===== config.mk =====
export PLATFORM = sky130hd
export DESIGN_NAME = clock_enable_gen
export DESIGN_NICKNAME = d
export VERILOG_FILES = /design/src/rtl/clock_pkg.sv /design/src/rtl/clock_enable_gen.sv
export SDC_FILE = /design/constraint.sdc
export NUM_CORES = 1
export LEC_CHECK = 0
export CAP_MARGIN = 30
export CORE_MARGIN = 1
export CORE_UTILIZATION = 40
export DETAILED_ROUTE_END_ITERATION = 7
export DONT_BUFFER_PORTS = 1
export HOLD_SLACK_MARGIN = 0.06
export PLACE_DENSITY = 0.62
export SLEW_MARGIN = 25
export SYNTH_ARGS = -nofsm -noshare
export SYNTH_HDL_FRONTEND = slang
export SYNTH_SLANG_ARGS = --single-unit

===== constraint.sdc =====
create_clock -name clock -period 1.9 [get_ports clock]
set_input_delay 0.285 -clock clock [delete_from_list [all_inputs] [get_ports clock]]
set_output_delay 0.285 -clock clock [all_outputs]
set_load 0.01 [all_outputs]

===== src/rtl/clock_pkg.sv =====
// Shared clock-domain constants and the speed-to-stage mapping
// used by the enable generator.
package clock_pkg;

  localparam int unsigned SPEED_SLOW = 0;

  // Speeds beyond the fastest stage saturate onto stage 0.
  function automatic int unsigned speed_sel(
    input int unsigned s,
    input int unsigned stages
  );
    if (s > stages - 1) return 0;
    return stages - 1 - s;
  endfunction

endpackage


===== src/rtl/clock_enable_gen.sv =====
// Falling-edge divider producing per-stage pe/ne enables and a
// speed-selectable, hold-aware CPU enable pair.
module clock_enable_gen
  import clock_pkg::*;
#(
  parameter int STAGES = 3,
  parameter int SW     = 2
) (
  input  logic              clock,
  input  logic              reset,
  input  logic              run,
  input  logic [SW-1:0]     speed_req,
  input  logic              hold,
  output logic [STAGES-1:0] pe,
  output logic [STAGES-1:0] ne,
  output logic              cpu_pe,
  output logic              cpu_ne,
  output logic [SW-1:0]     speed,
  output logic              sync
);

  localparam int CW   = STAGES + 1;
  localparam int SELW = (STAGES > 1) ? $clog2(STAGES) : 1;

  logic [CW-1:0]     r_cnt;
  logic              r_blocked;
  logic [STAGES-1:0] w_pe;
  logic [STAGES-1:0] w_ne;
  logic [SELW-1:0]   w_sel;
  logic              w_cpe;
  logic              w_cne;

  for (genvar k = 0; k < STAGES; k++) begin : g_stage
    assign w_ne[k] = (r_cnt[k+1:0] == '0);
    assign w_pe[k] = r_cnt[k+1] && (r_cnt[k:0] == '0);
  end

  assign w_sel = SELW'(speed_sel(32'(speed), STAGES));
  assign w_cpe = w_pe[w_sel];
  assign w_cne = w_ne[w_sel];

  always_ff @(negedge clock or negedge reset) begin
    if (!reset) begin
      r_cnt     <= CW'(1);
      r_blocked <= 1'b0;
      speed     <= SW'(SPEED_SLOW);
      pe        <= '0;
      ne        <= '0;
      cpu_pe    <= 1'b0;
      cpu_ne    <= 1'b0;
      sync      <= 1'b0;
    end else if (!run) begin
      pe     <= '0;
      ne     <= '0;
      cpu_pe <= 1'b0;
      cpu_ne <= 1'b0;
      sync   <= 1'b0;
    end else begin
      r_cnt  <= r_cnt + CW'(1);
      pe     <= w_pe;
      ne     <= w_ne;
      sync   <= w_ne[STAGES-1];
      cpu_pe <= w_cpe & ~hold;
      cpu_ne <= w_cne & ~r_blocked;
      // A swallowed pe also swallows its matching ne.
      if (w_cpe && hold) begin
        r_blocked <= 1'b1;
      end else if (w_cne) begin
        r_blocked <= 1'b0;
      end
      // Commit only at the frame boundary, where every ne fires.
      if (w_ne[STAGES-1]) begin
        speed <= speed_req;
      end
    end
  end

endmodule


==> impl_metrics.env <==
export IMPL_start_util=0.430
export IMPL_yosysUniqueCellTypes=26
export IMPL_antenna_left=0
export IMPL_multi_input_area_um2=239
export IMPL_numCtsBuffers=3
export IMPL_intPower_uw=706
export IMPL_cap_violations=0
export IMPL_drtPass1Iterations=2
export IMPL_fill_cells=139
export IMPL_seq_area_um2=377
export IMPL_p_per_area_mw_per_mm2=1590
export IMPL_hold_buffers=0
export IMPL_areaGrowthSynthToFinish_pct=8.02
export IMPL_status="complete, but fails checks"
export IMPL_diodes=0
export IMPL_dr_wl_met2_um=522
export IMPL_top_layer="met4"
export IMPL_viasPerCell=5.18
export IMPL_max_slew_margin_rel=0.779
export IMPL_max_clock_path_buffers=2
export IMPL_core_area_mm2=0.00152
export IMPL_skew_ns=0.0524
export IMPL_syn_area_um2=656
export IMPL_worst_path_max_fanout=5
export IMPL_fin_total_pwr_uw=1130
export IMPL_arrival_ns=1.76
export IMPL_wl_met1_um=399
export IMPL_path_depth=0
export IMPL_cts_tree="built"
export IMPL_comb_power_share=0.305
export IMPL_placed_area_um2=681
export IMPL_grt_max_degree=16
export IMPL_sw_frac_of_total=0.375
export IMPL_die_area_mm2=0.00180
export IMPL_seqPwrFrac=0.529
export IMPL_clock_latency_ns=0.34
export IMPL_routed_wl_um=987
export IMPL_synthCells=53
export IMPL_peakVddDrop_uv=799
export IMPL_antenna_found_initial=0
export IMPL_grt_pass1_vias=374
export IMPL_r2r_cells=4
export IMPL_cts_num_sinks=15
export IMPL_netSwitchingPower_uw=423
export IMPL_drt_iter0_drc=1
export IMPL_fin_ws_ns=-0.141
export IMPL_vias=378
export IMPL_synth_seq_cells=15
export IMPL_route_met3_wl_um=54
export IMPL_dp_cells=69
export IMPL_cp_required_ns=1.62
export IMPL_cts_resized=0
export IMPL_setup_violations_final=11
export IMPL_die_h_um=42.5
export IMPL_hold_violations=0
export IMPL_layout_commonest_cell="dfrtn_1"
export IMPL_rsz0062_at_grt="true"
export IMPL_drive_gt1_frac=0.246
export IMPL_crit_path_end_kind="primary output"
export IMPL_routedWlPerCell_um=13.5
export IMPL_dp_hpwl_um=729
export IMPL_min_path_cells=2
export IMPL_max_slew_worst_pin_slew_ns=0.329
export IMPL_grt_pass1_wl_um=1700
export IMPL_h_tree_depth=1
export IMPL_worstSetupPathType="reg2out"
export IMPL_route_detailed_drc=0
export IMPL_num_rows=14
export IMPL_gp_congestion=0.671
export IMPL_grt_total_usage=0.136
export IMPL_post_place_ws_ns=-0.0594
export IMPL_start_kind="register"
export IMPL_synth_fp_nets=62
export IMPL_hold_path_class="reg2reg"
export IMPL_die_w_um=42.5
export IMPL_design_area_um2=708
export IMPL_ys_seq_area_frac=0.574
export IMPL_root_buffer="clkbuf_4"
export IMPL_postSynthAreaPerCell_um2=12.4
export IMPL_finalNonFillerCells=73
export IMPL_final_cell_mix="dfrtn_1, inv_1"
export IMPL_fin_worst_hold_slack_ns=0.476
export IMPL_violations="negative setup slack"
export IMPL_overflow=0
export IMPL_clk_pin_slew_worst_paths_ns=0.06
export IMPL_io_buffers=0
export IMPL_yosysWarnings=0
export IMPL_clkPwrFrac=0.166
export IMPL_slew_viol_final=0
export IMPL_fin_nets=67
export IMPL_pin_count=17
export IMPL_p_leak_uw=0.000337
[routing by layer]
| metal | GRT usage | vias to the layer above |
|---|---|---|
| li1 | - | 184 |
| met4 | 0.0750 | 0 |
| met1 | 0.143 | 180 |
| met2 | 0.218 | 12 |
| met5 | 0 | - |
| met3 | 0.0690 | 2 |
[flip-flops by register name (all words and copies together) (netlist names)]
register / count
ne: 3
cpu_pe: 1
r_blocked: 1
r_cnt: 4
speed: 2
cpu_ne: 1
pe: 3
[cell families (layout without fill, tap and decap cells)]
kind of cell    after synthesis  after routing  synth area share
compound gates                5              5            0.0553
buf+inv                       9             13            0.0802
xor+xnor                      3              3            0.0401
simple gates                 16             16             0.158
fa+ha+maj                     3              3            0.0573
mux                           2              2            0.0343
flops                        15             15             0.574
[Yosys cell counts]
master     n  area share
a211oi_1   1       0.011
a311oi_1   1       0.013
and2_1     1      0.0095
and2_2     1       0.011
buf_4      1       0.011
buf_6      2       0.034
dfrtn_1   14        0.53
dfstp_2    1       0.040
ha_1       3       0.057
inv_1      5       0.029
inv_2      1      0.0057
mux2_2     2       0.034
nand2_1    3       0.017
nand2_4    1       0.017
nand2b_1   1      0.0095
nand3_1    1      0.0076
nand4_1    1      0.0095
nor2_1     2       0.011
nor2b_1    1      0.0095
nor3_4     1       0.025
nor3b_1    1       0.011
nor4_1     2       0.019
o21ai_0    1      0.0076
o31ai_1    2       0.023
xnor2_1    2       0.027
xor2_1     1       0.013
[area by class of cell]
type	instances	area share
Multi-Input combinational cell	29	0.337
Timing Repair Buffer	3	0.0318
Clock buffer	3	0.0318
Clock inverter	2	0.0124
Tap cell	16	0.0283
Sequential cell	15	0.532
Inverter	5	0.0265
[stage by stage]
stage	setup TNS [ns]	util
floorplan	-0.263	-
global placement	-0.0867	0.447
detailed placement	-0.147	0.447
CTS	-1.05	0.465
global route	-1.22	0.465
finish	-0.899	0.465
[final timing paths]
kind	startpoint	end	slack, ns
worst max register to register	r_cnt[0]	r_blocked	0.26
worst min register to register	r_blocked	r_blocked	0.48
worst max-delay path	speed[0]	speed[0]	-0.14
max in group asynchronous	reset	r_cnt[0]	1.14
worst min-delay path	r_blocked	r_blocked	0.48
min in group asynchronous	reset	r_cnt[2]	0.52
[timing repair]
action | 4_1_cts | 5_1_grt
buffers inserted | 0 | 0
pin swaps | 0 | 0
setup endpoints to repair | 11 | 11
[power groups by stage]
stage / combinational [uW] / clock (uW) / sequential (uW)
finish: 345 / 187 / 598
global route: 393 / 209 / 616
CTS: 354 / 197 / 603
detailed placement: 345 / 6.59 / 609
global placement: 332 / 6.59 / 604
floorplan: 316 / 6.59 / 566
(Power assumes the default switching activity.)
